$ cat src/rtl/lcd_cmd_sequencer.sv
// lcd_cmd_sequencer: queues host opcodes and issues them one at a time
// to the LCD image controller under its busy/done handshake.
module lcd_cmd_sequencer #(
   parameter int FIFO_DEPTH = 8,
   parameter int TIMEOUT    = 15
) (
   input  logic                        clk,
   input  logic                        reset,
   input  logic                        start,
   input  logic [3:0]                  host_cmd,
   input  logic                        host_push,
   output logic                        host_full,
   output logic [$clog2(FIFO_DEPTH):0] fifo_level,
   output logic [3:0]                  lcd_cmd,
   output logic                        lcd_cmd_valid,
   input  logic                        lcd_busy,
   input  logic                        lcd_done,
   output logic [7:0]                  issued_cnt,
   output logic                        seq_done,
   output logic                        err_illegal,
   output logic                        err_timeout
);

   localparam int AW = $clog2(FIFO_DEPTH);
   localparam int TW = $clog2(TIMEOUT + 1);
   localparam logic [AW:0]   FULL_LVL = (AW+1)'(FIFO_DEPTH);
   localparam logic [TW-1:0] TLIM     = TW'(TIMEOUT - 1);

   typedef enum logic [2:0] {
      IDLE,
      ARMED,
      ISSUE,
      WAIT_ACK,
      WAIT_REL,
      FINISH,
      HALT
   } state_t;

   state_t        state;
   logic [3:0]    mem [FIFO_DEPTH];
   logic [AW-1:0] wr_ptr;
   logic [AW-1:0] rd_ptr;
   logic [AW:0]   level_nxt;
   logic [TW-1:0] timer;
   logic [3:0]    head;
   logic          push;
   logic          pop;

   assign head = mem[rd_ptr];
   assign push = host_push && !host_full;
   assign pop  = (state == ARMED) && !lcd_busy && (fifo_level != '0);

   always_comb begin
      level_nxt = fifo_level;
      if (push && !pop) begin
         level_nxt = fifo_level + (AW+1)'(1);
      end else if (pop && !push) begin
         level_nxt = fifo_level - (AW+1)'(1);
      end
   end

   always_ff @(posedge clk) begin
      if (push) begin
         mem[wr_ptr] <= host_cmd;
      end
   end

   always_ff @(posedge clk or negedge reset) begin
      if (!reset) begin
         wr_ptr     <= '0;
         rd_ptr     <= '0;
         fifo_level <= '0;
         host_full  <= 1'b0;
      end else begin
         if (push) begin
            wr_ptr <= wr_ptr + AW'(1);
         end
         if (pop) begin
            rd_ptr <= rd_ptr + AW'(1);
         end
         fifo_level <= level_nxt;
         host_full  <= (level_nxt == FULL_LVL);
      end
   end

   // lcd_cmd holds the last issued opcode, so it doubles as the
   // record of which command the handshake belongs to.
   always_ff @(posedge clk or negedge reset) begin
      if (!reset) begin
         state         <= IDLE;
         lcd_cmd       <= '0;
         lcd_cmd_valid <= 1'b0;
         issued_cnt    <= '0;
         seq_done      <= 1'b0;
         err_illegal   <= 1'b0;
         err_timeout   <= 1'b0;
         timer         <= '0;
      end else begin
         lcd_cmd_valid <= 1'b0;
         unique case (state)
            IDLE: begin
               if (start) begin
                  state <= ARMED;
               end
            end
            ARMED: begin
               if (pop) begin
                  if (head > 4'd11) begin
                     err_illegal <= 1'b1;
                  end else begin
                     state         <= ISSUE;
                     lcd_cmd       <= head;
                     lcd_cmd_valid <= 1'b1;
                     if (issued_cnt != 8'hff) begin
                        issued_cnt <= issued_cnt + 8'd1;
                     end
                  end
               end
            end
            ISSUE: begin
               state <= WAIT_ACK;
               timer <= '0;
            end
            WAIT_ACK: begin
               if (lcd_busy) begin
                  state <= WAIT_REL;
                  timer <= '0;
               end else if (timer == TLIM) begin
                  err_timeout <= 1'b1;
                  state       <= HALT;
               end else begin
                  timer <= timer + TW'(1);
               end
            end
            WAIT_REL: begin
               if (!lcd_busy) begin
                  if (lcd_cmd != 4'd0) begin
                     state <= ARMED;
                  end else if (lcd_done) begin
                     seq_done <= 1'b1;
                     state    <= FINISH;
                  end
               end else if (lcd_cmd != 4'd0) begin
                  // the acknowledging busy cycle already counted as one
                  if (timer == TLIM) begin
                     err_timeout <= 1'b1;
                     state       <= HALT;
                  end else begin
                     timer <= timer + TW'(1);
                  end
               end
            end
            FINISH, HALT: begin
            end
            default: begin
               state <= IDLE;
            end
         endcase
      end
   end

endmodule
$ cat config.mk
export PLATFORM = sky130hd
export DESIGN_NAME = lcd_cmd_sequencer
export DESIGN_NICKNAME = d
export VERILOG_FILES = /design/src/rtl/lcd_cmd_sequencer.sv
export SDC_FILE = /design/constraint.sdc
export NUM_CORES = 1
export LEC_CHECK = 0
export BUFFER_PORTS_ARGS = -buffer_cell sky130_fd_sc_hd__buf_2
export CAP_MARGIN = 20
export CORE_MARGIN = 5
export CORE_UTILIZATION = 62
export CTS_CLUSTER_DIAMETER = 50
export DETAILED_ROUTE_END_ITERATION = 8
export PLACE_DENSITY = 0.89
export SETUP_SLACK_MARGIN = 0.1
export SYNTH_ARGS = -nofsm -noshare
export SYNTH_HDL_FRONTEND = slang
export SYNTH_SLANG_ARGS = --single-unit
$ cat constraint.sdc
create_clock -name clk -period 4.5 [get_ports clk]
set_clock_uncertainty 0.05 [all_clocks]
set_input_delay 0.225 -clock clk [delete_from_list [all_inputs] [get_ports clk]]
set_output_delay 0.225 -clock clk [all_outputs]
set_load 0.01 [all_outputs]
## Word-level counts from Yosys, hierarchy flattened

Memories as Yosys holds them, arrays and structs flattened.
Cells that the tools add are included.

| word-level totals | value |
|---|---|
| output and inout port bits | 21 |
| register bits after elaboration | 34 |
| memories | 1 |
| memory bits (writable) | 32 |
| logic and storage cells | 90 |
| input bits | 10 |

Memory list:

| name | depth | width | read ports | clocked after memory_dff | wr ports | RTL line | text |
|---|---|---|---|---|---|---|---|
| mem | 8 | 4 | 1 | 0 | 1 | 40 | `logic [3:0] mem [FIFO_DEPTH];` |

| cells by class | value |
|---|---|
| reductions and logical operators | 22 |
| equal/unequal tests | 17 |
| $add $sub $neg | 6 |
| bitwise logic cells | 4 |
| magnitude comparators | 1 |
| multiplexer cells | 27 |

Operators by type and width:

| cell | count |
|---|---|
| $mux W3 | 9 |
| $mux W4 | 6 |
| $pmux W3 S6 | 1 |
| $ne A2 B2 Y1 const B | 6 |
| $pmux W4 S3 | 1 |
| $reduce_and A4 Y1 | 3 |
| $eq A3 B3 Y1 const B | 3 |
| $mux W1 | 9 |
| $reduce_and A3 Y1 | 3 |
| $add A4 B1 Y4 const B | 2 |
| $add A8 B1 Y8 const B | 1 |
| $eq A4 B4 Y1 const B | 2 |
| $ne A8 B8 Y1 const B | 1 |
| $reduce_bool A4 Y1 | 2 |
| $add A3 B1 Y3 const B | 2 |
| $eq A3 B2 Y1 const B | 2 |
| $ne A3 B3 Y1 const B | 2 |
| $reduce_and A6 Y1 | 1 |
| $logic_and A1 B1 Y1 | 5 |
| $gt A4 B4 Y1 const B | 1 |
| $logic_not A1 Y1 | 4 |
| $not A1 Y1 | 4 |
| $sub A4 B1 Y4 const B | 1 |
| $eq A3 B1 Y1 const B | 1 |
| 5 further kinds | 5 |

## Logic depth before layout (Yosys ltp)

Gate-level depths: netlist of the first run.

| logic depth | value |
|---|---|
| depth after elaboration | 7 |
| gate-level depth with buffers | 8 |
| mapped depth without buffers | 7 |

## Worst setup path before layout of the first run

No wires, ideal clock.

| timing path | value |
|---|---|
| path type | register -> register |
| from | reg fifo_level[0] |
| to | reg issued_cnt[1] |
| required time | 4.322 ns |
| clock period less this slack | 2.098 ns |
| path buffers | 0 |
| cell stages (with the launch flop) | 8 |
| setup slack | 2.402 ns |
| library setup time | 0.128 ns |
| arrival time | 1.921 ns |
| cell sequence | dfrtp_1 > inv_1 > ha_1 > nor3b_1 > nor3_4 > nand2_2 > or2_1 > mux2_1 |

| on the way | value |
|---|---|
| longest elaborated chain between the ends | 3 |

RTL lines:

| item | RTL line | text |
|---|---|---|
| from (decl) | 13 | `output logic [$clog2(FIFO_DEPTH):0] fifo_level,` |
| from (signal assigned) | 81 | `fifo_level <= level_nxt;` |
| $reduce_bool A4 Y1 | 51 | `assign pop = (state == ARMED) && !lcd_busy && (fifo_level != '0);` |
| $logic_and A1 B1 Y1 | 51 |  |
| $reduce_and A4 Y1 (no source line) | n/a |  |
| to (signal assigned) | 115 | `issued_cnt <= issued_cnt + 8'd1;` |
| to (decl) | 18 | `output logic [7:0] issued_cnt,` |

No other way between the ends.
A chain may end at the register's enable or synchronous reset.

## Worst setup path after layout of the first run

Ends and elaborated chain as after synthesis.

==> impl.org, run 1 <==
** Timing
- Number of hold violations in the final report :: 0
- Setup repair after global routing missed its margin :: false
- Worst relative slew slack :: 0.471
- Transition time at the pin with the least slew margin :: 0.787 ns
- Setup violations remaining at the end of the flow were counted as 0.
- Across all hold checks on the routed design, the worst slack comes to 0.104 ns.
- Post-route setup slack :: 2.02 ns
- Part of the cycle the worst path needs :: 0.551
- The number of pins with negative max-slew slack in the final report was 0.
- Post-layout min period :: 2.48 ns
- For this run, the top clock speed supported by timing is 403 MHz.
- Setup TNS :: 0 ns

** Worst setup path
- Of all nets on the critical path, the largest fanout is 18.
- The worst register-to-register path begins at fifo_level[0].
- Required time of the critical path :: 4.67 ns
- STA classifies the critical path startpoint as a register.
- Length in cells of the worst reg-to-reg path :: 7
- Critical path class :: register to register
- In this run the critical register-to-register path is captured at issued_cnt[1].
- Across all register-to-register paths, the minimum setup slack is 2.02 ns.
- The worst setup path is captured at a register.
- Data on the critical path arrives at its endpoint at 2.65 ns.

** Clock tree
- Clock-pin slew was measured on the worst setup and hold paths at 0.07 ns.
- H-Tree Depth :: 3
- In this run the deepest clock path goes through 2 buffers.
- Counting the buffers created by CTS gives 9.
- Clock tree synthesis found a total of 66 sinks.
- The later pin in the worst-skew pair is clocked with a latency of 0.34 ns.
- Clk Tree Root Cell :: sky130_fd_sc_hd__clkbuf_8
- TritonCTS built the clock tree.
- Number of gates given a new drive strength after cts :: 0

** Logic synthesis
- Counting flops and latches in the post-synthesis netlist gives 66.
- The Yosys step of the flow raised 0 warnings.
- Among all flip-flop cells after synthesis, the most frequent one is sky130_fd_sc_hd__dfrtp_1.
- In this run the cell area of the synthesized design comes to 3050 um2.
- Post-Synthesis Mean Instance Area :: 13.2 um2
- Share of flip-flops with an asynchronous set or reset after synthesis :: 0.515
- Synthesis produced a netlist whose cell count is 232.
- When the netlist entered floorplanning its net count stood at 249.
- Number of enable flip-flop cells after synthesis :: 32
- Fraction of the yosys area taken by sequential cells :: 0.593
- Distinct cell type count after synthesis :: 53

** Layout
- Layout cell share with drive strength beyond 1 :: 0.241
- The final layout contains 282 nets.
- In the layout the commonest cells are sky130_fd_sc_hd__dfrtp_1, sky130_fd_sc_hd__edfxtp_1, sky130_fd_sc_hd__buf_2.
- Number of inserted filler cells in the final layout :: 320
- The library cell used most frequently in the layout, excluding fill and tap cells, is sky130_fd_sc_hd__dfrtp_1.
- Area growth, synth to finish :: 14.2%
- Area used by multi-input combinational logic :: 1170 um2
- The number of antenna diodes in the final layout is 0.
- In the final layout, flip-flops and latches occupy 1810 um2.

** Route
- Routed wire length :: 5850 um
- For this run, the detailed router's first-pass iteration total came to 4.
- # DRC :: 0
- Total number of vias :: 1998
- After detailed routing, the met2 layer carries 2900 um of wire.
- After detailed routing, the average wire length per cell comes to 17.3 um.
- Met3 wire len :: 367 um
- The detailed router finished its first iteration with 168 violations.
- Highest metal layer used by the detailed router :: met4
- In the routed layout, each cell is associated on average with a via count of 5.93.
- The count of nets left with antenna violations once routing finished came out at 0.
- After detailed routing, the wire length on met1 is 2410 um.

** Placement
- Routability-driven placement finished with a final weighted congestion of 0.910.
- Before CTS, the worst setup slack after placement is 2.02 ns.
- Final HPWL DP :: 4120 um
- Buffers added on ports :: 30

** Hold path
- The min-delay analysis places its worst path in the category input port to register.
- The startpoint identified for the worst hold timing path is host_cmd[1].
- Counting instances, the worst hold path has a depth of 1.
- Endpoint of the worst hold path :: mem[3][1]

** Global route
- For this run the aggregate overflow at the end of global routing stands at 0.
- Vias in the first global route :: 2127
- Global-route wire length before repair :: 10200 um
- GRT Total Usage :: 0.213
- The initial antenna violation count came to 0.
- Entering global routing, the biggest net connects 35 pins.

** Floorplan
- Floorplan core area :: 4750 um2
- In this run the count of I/O pins placed on the die edge is 31.
- The initial utilization of the core area, before any placement, comes to 0.642.
- The floorplan has 25 rows.
- Area enclosed by the die boundary :: 6430 um2
- Width of the die :: 80.2 um
- The die is 80.2 um tall.

** Pwr
- Of the total power, the share spent switching nets is 0.354.
- Of the total power, the clock network draws 0.241.
- Part of the power in registers :: 0.428
- Power spread over the standard cell area amounts to 685 nW/um2.
- In this run the static leakage power is 0.00141 uW.
- IR analysis of the VDD net gives a maximum drop of 431 uV.
- Switching power :: 845 uW
- The internal power of the cells totals 1540 uW.
- The design draws 2390 uW.
- Of the total power, combinational logic draws 0.331.

** Flow run
- Across the run, the number of max-cap violations was 0.

** Run status
- Result of the run :: completed
-- flip-flops by register name, indices dropped and copies added (netlist names) --
signal / cells
host_full: 1
err_timeout: 1
fifo_level: 4
rd_ptr: 3
lcd_cmd: 4
err_illegal: 1
seq_done: 1
state: 3
wr_ptr: 3
issued_cnt: 8
timer: 4
mem: 32
lcd_cmd_valid: 1
-- cell type report --
class                           instances  share of cell area
Tap cell                               67              0.0240
Timing Repair Buffer                   32              0.0474
Multi-Input combinational cell        151               0.337
Clock inverter                          6              0.0305
Sequential cell                        66               0.520
Inverter                                5             0.00538
Clock buffer                           10              0.0366
-- power groups by stage --
stage          Sequential (uW)  Clock [uW]  Combinational, uW
6_report                  1020         576                790
2_1_floorplan              950           0                642
3_3_place_gp              1020           0                742
3_5_place_dp              1030           0                778
5_1_grt                   1060         618                887
4_1_cts                   1020         584                795
-- worst max path at each step --
stage / start / to / slack [ns] / cells past startpoint
after floorplan: fifo_level[0] / issued_cnt[1] / 2.40 / 7
final: fifo_level[0] / issued_cnt[1] / 2.02 / 7
after global placement: fifo_level[0] / issued_cnt[1] / 2.12 / 7
after CTS: fifo_level[0] / issued_cnt[1] / 2.01 / 7
after detailed placement: fifo_level[0] / issued_cnt[1] / 2.02 / 7
after global routing: fifo_level[0] / issued_cnt[1] / 1.84 / 7
-- worst max-delay path, cell delays in order (launching register included) --
cell and delay, ns:
sky130_fd_sc_hd__dfrtp_1 0.45, sky130_fd_sc_hd__inv_1 0.09, sky130_fd_sc_hd__ha_1 0.22, sky130_fd_sc_hd__nor3b_1 0.18
sky130_fd_sc_hd__nor3_4 0.60, sky130_fd_sc_hd__nand2_2 0.17, sky130_fd_sc_hd__or2_1 0.29, sky130_fd_sc_hd__mux2_1 0.31
-- layer usage --
metal	up-vias	GRT usage
met4	0	0.113
met2	74	0.339
li1	934	-
met3	13	0.0381
met1	977	0.278
met5	-	0
-- cells in the mapped netlist (7+ instances only) --
library cell | instances | area share
sky130_fd_sc_hd__dfrtp_1 | 34 | 0.28
sky130_fd_sc_hd__ha_1 | 7 | 0.029
sky130_fd_sc_hd__mux4_2 | 8 | 0.059
sky130_fd_sc_hd__nor3_1 | 8 | 0.013
sky130_fd_sc_hd__xnor2_1 | 7 | 0.020
sky130_fd_sc_hd__nor2_1 | 14 | 0.017
sky130_fd_sc_hd__a21oi_1 | 8 | 0.013
sky130_fd_sc_hd__xor2_1 | 7 | 0.020
sky130_fd_sc_hd__nand3_1 | 8 | 0.013
sky130_fd_sc_hd__edfxtp_1 | 32 | 0.31
sky130_fd_sc_hd__nand2_1 | 16 | 0.020
-- stage by stage --
step,cell area [um2],util,cells
final,3490,0.733,337
after global routing,3490,0.733,337
after CTS,3480,0.732,336
after detailed placement,3240,0.681,319
after global placement,3240,0.681,319
after floorplan,3050,-,232
-- timing repair --
item	CTS	global route
endpoints found under the hold margin	34	0
setup buffers	0	0
hold buffers	1	0
-- kinds of logic (layout without fill, tap and decap cells) --
family	Yosys count	after routing	synth area share
compound gates	36	36	0.0799
xor+xnor	14	14	0.0401
fa+ha+maj	7	7	0.0287
buf+inv	15	53	0.0225
flops	66	66	0.593
mux	18	18	0.103
simple gates	76	76	0.133
No activity file was read; power rests on OpenSTA's default activity.
==> run 2, diff against run 1 <==
Settings changed: ABC_AREA set to 1, CORE_UTILIZATION 62 to 53, PLACE_DENSITY 0.89 to 0.81.
Clock period 4.5 ns to 2.1 ns, I/O delays scaled along.
==> run 2 against run 1 <==
  * Global-route usage down 2.4 points
  * Utilization shrank 11 points
  * Critical endpoint is now issued_cnt[6]
  * Clock power rose by 64%
  * Count of clock-buffer cells in the layout grew 4
  * Non-clock buffer count is 4 higher
  * Synthesized cell count increased by 51%
  * Critical path depth is 3 higher
  * Largest power group unchanged
  * Routed wire length increased by 10%
  * Worst hold slack lost 0.087 ns
==> impl.org, run 2 <==
** Worst setup path
- Type of destination of the critical path :: register
- The worst setup path is of the register to register kind.
- Arrival @ worst endpoint :: 2.00 ns
- Required time of the critical path :: 2.27 ns
- Largest driver fanout on the critical path :: 11
- Kind of start point of the critical path :: register

** Placement
- Buffers added on ports :: 30
- Summing all placed instances gives a cell area of 3480 um2.
- Cell count after placement :: 453
- Summed over all nets, the half-perimeter wirelength after detailed placement is 4690 um.
- Weighted congestion reported at the end of routability-driven placement :: 0.896

** Logic synthesis
- Area of the mapped netlist :: 3280 um2
- Largest family of logic cells by synthesized area :: simple AND/OR/NAND/NOR gates
- Of the total synthesized cell area, the portion taken by AND, OR, NAND and NOR gates is 0.242.
- Of the post-synthesis cell area, the dominant cell type holds 0.293.
- After synthesis, the share of flip-flops with an asynchronous set or reset is 0.515.
- Synth warnings :: 0
- Syn nets :: 368
- Synthesis instantiated 33 different standard cells from the library.
- Post-synthesis adder-cell area fraction :: 0.0267
- Fraction of the mapped netlist area in compound gates :: 0.0710
- Of the total synthesized cell area, the portion taken by XOR and XNOR cells is 0.0321.
- Most common library cells after synthesis :: sky130_fd_sc_hd__nand2_1, sky130_fd_sc_hd__inv_1, sky130_fd_sc_hd__nand3_1, sky130_fd_sc_hd__dfrtp_1, sky130_fd_sc_hd__edfxtp_1
- Most instantiated flip-flop cell in the synthesis netlist :: sky130_fd_sc_hd__dfrtp_1
- FF+latch count, synth :: 66
- The most common cell in the synthesized netlist is sky130_fd_sc_hd__nand2_1.
- Summed over all instances, the cell type with the most area after synthesis is sky130_fd_sc_hd__edfxtp_1.
- Fraction of the yosys area taken by sequential cells :: 0.553
- Post-Synthesis Mean Instance Area :: 9.34 um2
- Ranking of synthesized cells by area :: sky130_fd_sc_hd__edfxtp_1, sky130_fd_sc_hd__dfrtp_1, sky130_fd_sc_hd__nand2_1
- The portion of synthesized area spent on multiplexers is 0.
- Number of enable flip-flop cells after synthesis :: 32
- Synthesis produced 351 cells.

** Pwr
- In this run the power density over the cells is 1300 nW/um2.
- VDD sags by at most 675 uV.
- Leakage component of the power :: 0.00179 uW

** Timing
- Peak clock frequency supported by timing :: 544 MHz
- The worst path needs 1.84 ns of the cycle, external delays included.
- The number of pins with negative max-slew slack in the final report is 0.
- Setup repair after global routing left no endpoint under its margin.
- On the final layout, the worst hold slack is 0.0173 ns.
- Summed over all failing endpoints, the final setup total negative slack is 0 ns.
- Part of the cycle the worst path needs :: 0.875
- At the pin with the least slew margin, the transition time is 0.775 ns.
- Setup violations remaining at the end of the flow were counted as 0.
- Worst relative slew slack :: 0.483
- Number of hold violations in the final report :: 0

** Global route
- Met3 GRT Util :: 0.0419
- For this run, the total global-route usage over all layers was measured as 0.189.
- For met2 alone, demand over resource in global routing was 0.302.
- Number of antenna violations at the first check in global routing :: 0
- Grt peak-use layer :: met2
- In the global route stage, met1 resource usage came out at 0.253.
- After global routing the overflow that remains totals 0.
- Entering global routing, the biggest net connects 35 pins.
- The number of global-route vias before repair is 2518.
- The first global-routing pass estimated 11400 um of wire.

** Clock tree
- Clk slew on worst S/H paths :: 0.07 ns
- TritonCTS clock tree :: yes
- Clk Tree Root Cell :: sky130_fd_sc_hd__clkbuf_8
- The H-tree was split into 3 levels.
- Clock net sink count :: 66
- Counting the buffers created by CTS gives 9.
- Clock latency of the later-clocked register in the worst-skew pair :: 0.33 ns
- Maximum clock path buffer count :: 2
- Post-CTS Setup Inserts :: 0

** Hold path
- Hold Crit Class :: input port to register

** Floorplan
- During I/O placement, the number of pins put on the boundary was 31.
- Row Count :: 28
- Area enclosed by the die boundary :: 7860 um2
- Floorplan core area :: 5960 um2
- From bottom edge to top edge, the die measures 88.6 um.
- Starting density of the core :: 0.550
- Width of the die :: 88.6 um

** Layout
- Register ranked first by flip-flop count :: mem
- The filler cells instantiated in the layout total 491.
- Count of inserted antenna diode cells :: 0
- Post-layout instance count excluding filler cells :: 472
- Highest-count cells in the layout ignoring fill and taps :: sky130_fd_sc_hd__nand2_1, sky130_fd_sc_hd__inv_1, sky130_fd_sc_hd__nand3_1
- The multi-input combinational cells in the finished layout cover a total of 1230 um2.
- Layout cell share with drive strength beyond 1 :: 0.164
- In the final layout, flip-flops and latches occupy 1810 um2.
- The largest registers in the layout are mem (32), issued_cnt (8).
- Area growth, synth to finish :: 12.8%
- Flip-flop count of the largest register after layout :: 32
- The finished cells cover 3700 um2.
- At the end of the flow, the number of nets in the layout was 409.
- Most common library cell in the layout ignoring fill and taps :: sky130_fd_sc_hd__nand2_1
- Measured on the finished design, the core utilization comes to 0.621.

** Route
- Average wire per standard cell :: 13.6 um
- The first detailed-routing pass ran for 6 iterations.
- Across all layers, the routed design uses 2568 vias.
- Using the TritonRoute via totals, the vias-per-cell ratio works out to 5.44.
- Number of nets still failing antenna checks after routing :: 0
- # DRC :: 0
- For this block, the routed nets add up to 6440 um of wire.
- First DRT Iteration DRCs :: 201

** Run status
- The run finished with clean final reports.

** Flow run
- Max-cap violations in this run came to 0.
## run 2: changes by cell type after synthesis, sizes merged, moves of 6 or more
cell / delta
inv: +41
mux2: -7
mux4: -8
nand2: +79
nand3: +30
nor2: +16
nor3: -6
o21ai: +15
## run 2: layout make-up
class / count / share of cell area
clock buffers: 14 / 0.0440
repair buffers: 36 / 0.0548
multi-input cells: 232 / 0.332
well taps: 75 / 0.0254
clock inverters: 2 / 0.00339
flip-flops and latches: 66 / 0.490
inverters: 47 / 0.0504
## run 2: power breakdown
group / switching, uW / total (uW) / internal, uW
clock network: 449 / 942 / 493
logic: 1240 / 1900 / 668
registers: 271 / 1950 / 1670
## run 2: repair_timing
item	4_1_cts	5_1_grt
gates resized for setup	0	2
endpoints found under the hold margin	50	0
hold buffers	3	0
setup endpoints to repair	0	2
## run 2: through the flow
| step | setup slack (ns) | total power, uW |
|---|---|---|
| 6_report | 0.262 | 4790 |
| 3_3_place_gp | 0.322 | 3750 |
| 5_1_grt | 0.105 | 5200 |
| 4_1_cts | 0.265 | 4790 |
| 2_1_floorplan | 0.393 | 3380 |
| 3_5_place_dp | 0.284 | 3840 |
## run 2: cell families (layout without fill, tap and decap cells)
| logic type | Yosys count | count (layout) |
|---|---|---|
| AO/OA/AOI/OAI | 39 | 39 |
| buffers and inverters | 53 | 99 |
| flip-flops | 66 | 66 |
| adder cells (fa/ha/maj) | 7 | 7 |
| XOR/XNOR | 12 | 12 |
| AND/OR/NAND/NOR | 174 | 174 |
## run 2: worst max-delay path: stages, from the launching register on
cell	delay, ns
sky130_fd_sc_hd__dfrtp_1	0.57
sky130_fd_sc_hd__buf_4	0.25
sky130_fd_sc_hd__nand2_1	0.07
sky130_fd_sc_hd__nand3_1	0.09
sky130_fd_sc_hd__nand3_1	0.09
sky130_fd_sc_hd__nand2_1	0.14
sky130_fd_sc_hd__nand2_4	0.10
sky130_fd_sc_hd__nand2_8	0.10
sky130_fd_sc_hd__nand2_4	0.10
sky130_fd_sc_hd__nand2_1	0.11
sky130_fd_sc_hd__o21ai_2	0.05
## run 2: final timing paths
path	start	endpoint	slack, ns	cells after the start
worst min register to register	err_timeout	err_timeout	0.41	2
max in group asynchronous	reset	fifo_level[3]	1.17	2
worst min-delay path	lcd_done	seq_done	0.02	3
worst max-delay path	rd_ptr[0]	issued_cnt[6]	0.26	10
worst max register to register	rd_ptr[0]	issued_cnt[6]	0.26	10
min in group asynchronous	reset	err_timeout	0.34	2
## run 2: metal layers
layer  up-vias  part of all wire
met2        82              0.51
met4         0            0.0045
met3         8             0.048
met1      1244              0.43
li1       1234                 -
met5         -                 0
==> run 3, diff against run 2 <==
Settings changed: BUFFER_PORTS_ARGS -buffer_cell sky130_fd_sc_hd__buf_2 to -buffer_cell sky130_fd_sc_hd__buf_4.
==> run 3 against run 2 <==
  * Total power increased by 6.8%
  * Routed wire length hardly changed
  * Count of clock-buffer cells in the layout fell by 5
  * First-iteration DRC count is 16% lower
  * Fmax up 1.6%
  * Global-route usage decreased by 0.16 points
==> impl.org, run 3 (synthesis gave the netlist of run 2 again) <==
** Floorplan
- Vert. Die Dim :: 88.6 um
- Width of the die :: 88.6 um
- During I/O placement, the number of pins put on the boundary was 31.
- Area enclosed by the die boundary :: 7860 um2
- Starting density of the core :: 0.550
- Floorplan core area :: 5960 um2
- The initialized floorplan defines 28 standard-cell rows.

** Timing
- Final count of negative-setup-slack endpoints :: 0
- At the pin with the least slew margin, the transition time is 0.430 ns.
- Headroom to the max-slew limit came out at 0.713.
- Static timing analysis puts the maximum clock frequency at 553 MHz.
- Summed over all failing endpoints, the final setup total negative slack is 0 ns.
- Part of the cycle the worst path needs :: 0.861
- The number of pins with negative max-slew slack in the final report came to 0.
- The count of final hold-check violations came to 0.
- Setup repair after global routing missed its margin :: false
- For the finished layout, the period the worst path requires is 1.81 ns.

** Worst setup path
- Critical path class :: register to register
- Kind of start point of the critical path :: register
- STA puts the critical path data required time at 2.33 ns.
- Arrival @ worst endpoint :: 2.04 ns
- Critical R2R Launch :: fifo_level[0]
- Length in cells of the worst reg-to-reg path :: 10
- Most frequent cell on the critical path :: sky130_fd_sc_hd__nand2_1
- Type of destination of the critical path :: register
- RR Endpoint :: state[0]
- Library cell contributing the largest single delay on the critical path :: sky130_fd_sc_hd__dfrtp_1
- On the worst path, the slowest cell contributes a delay of 0.44 ns.
- For flop-to-flop paths, the worst setup slack is 0.29 ns.
- The signal on the critical path passes through inv_1, ha_1, nand3_1, nand2_4, clkinv_4, nand2_4, nand3_1, nand2_1, nand2_1, nand2_1.
- Largest driver fanout on the critical path :: 7

** Layout
- Post-layout nets :: 413
- Post-layout instance area :: 3860 um2
- Register ranked first by flip-flop count :: mem
- Count of inserted antenna diode cells :: 0
- Most common library cell in the layout ignoring fill and taps :: sky130_fd_sc_hd__nand2_1
- Of the cells placed in the final design, the portion with a size suffix greater than 1 is 0.170.
- Highest-count cells in the layout ignoring fill and taps :: sky130_fd_sc_hd__nand2_1, sky130_fd_sc_hd__inv_1, sky130_fd_sc_hd__nand3_1
- Registers with the highest flip-flop counts :: mem (32), issued_cnt (8)
- The area growth from synthesis to layout is 17.7%.
- The register with the most flip-flops in the layout has 32 of them.

** Hold path
- Hold Crit Class :: input port to register
- Launch instance of the worst min-delay path :: lcd_busy
- Endpoint of the worst hold path :: err_timeout
- Worst Hold Depth :: 3

** Global route
- For met1 alone, demand over resource in global routing was 0.252.
- Grt peak-use layer :: met2
- Vias in the first global route :: 2440
- The first global-routing pass estimated 11200 um of wire.
- GRT Residual Overflow :: 0
- Entering global routing, the biggest net connects 35 pins.
- In the global route stage, overall resource usage came out at 0.187.
- In the global route stage, met3 resource usage came out at 0.0317.
- The initial antenna violation count was 0.
- In the global route stage, met2 resource usage came out at 0.292.

** Clock tree
- The clock tree synthesis step divided the H-tree into 3 levels.
- Counting the buffers created by CTS gives 9.
- Clock latency of the later-clocked register in the worst-skew pair :: 0.35 ns
- TritonCTS clock tree :: yes
- Clock-pin slew was measured on the worst setup and hold paths at 0.08 ns.
- Post-CTS timing repair inserted 0 buffers for setup.
- Maximum clock path buffer count :: 2
- The tree is rooted in a sky130_fd_sc_hd__clkbuf_8.
- The clock net in this run drives a total of 66 sinks.

** Route
- First DRT Iteration DRCs :: 168
- Total number of vias :: 2479
- TritonRoute pass-1 iters :: 5
- Routed wire length :: 6440 um
- Dividing the detail-routed via count by the number of cells gives 5.21.
- In the routed design, unresolved DRC markers number 0.
- Number of nets still failing antenna checks after routing :: 0
- Average wire per standard cell :: 13.5 um

** Pwr
- Dividing total power by cell area gives a power density of 1330 nW/um2.
- IR analysis of the VDD net gives a maximum drop of 790 uV.
- Leakage component of the power :: 0.00185 uW

** Placement
- Weighted congestion reported at the end of routability-driven placement :: 0.865
- Final HPWL DP :: 4550 um
- The placed instances occupy a cell area of 3560 um2.
- Buffers added on ports :: 30

** Run status
- Result of the run :: completed

** Flow run
- Maxcap violations :: 0
-- run 3: cell types whose count changed in the layout (fill, tap and decap cells not counted), sizes merged --
cell,delta
buf,+1
bufinv,+2
clkbuf,-5
clkinvlp,+1
dlygate4sd3,+3
inv,+2
-- run 3: layout make-up --
cell class                 instances  area [um2]
fill                             488        2100
multi-input combinational        232        1220
sequential                        66        1810
timing repair buffer              40         315
inverter                          47         186
tap                               75        93.8
clock inverter                     7         101
clock buffer                       9         124
-- run 3: critical path: cells and delay by family (launching register included) --
family,cells,cell delay (ns)
fa+ha+maj,1,0.18
simple gates,7,0.87
flops,1,0.44
buf+inv,2,0.21
-- run 3: worst max-delay path by stage --
stage                              from            end  slack (ns)
final                     fifo_level[0]       state[0]        0.29
after global routing      fifo_level[0]      host_full        0.12
after global placement    issued_cnt[0]  issued_cnt[2]        0.37
after CTS                 issued_cnt[0]  issued_cnt[5]        0.28
after floorplan           fifo_level[0]  issued_cnt[6]        0.39
after detailed placement  issued_cnt[0]  issued_cnt[5]        0.30
-- run 3: through the flow --
stage                     setup slack (ns)  power (uW)  hold WS [ns]  utilization  std cells
after floorplan                      0.393        3380        -0.241            -        351
after global placement               0.365        3830        0.0243        0.599        454
after detailed placement             0.300        3910        0.0314        0.599        454
after CTS                            0.279        5130        0.0657        0.646        476
after global routing                 0.121        5530         0.143        0.647        476
final                                0.291        5110         0.119        0.647        476
-- run 3: per-layer routing --
| metal | routed length [um] | part of all wire |
|---|---|---|
| met5 | 0 | 0 |
| met4 | 109 | 0.017 |
| met3 | 249 | 0.039 |
| met2 | 3100 | 0.48 |
| met1 | 2980 | 0.46 |
-- run 3: what timing repair did --
| item | 4_1_cts | 5_1_grt |
|---|---|---|
| endpoints found under the hold margin | 67 | 0 |
| gates resized for setup | 0 | 1 |
| endpoints found under the setup margin | 0 | 4 |
| hold buffers | 6 | 0 |
-- run 3: power breakdown --
part,switching (uW),internal (uW),total [uW]
clock network,525,678,1200
registers,263,1670,1940
logic,1230,743,1980
total,2020,3090,5110
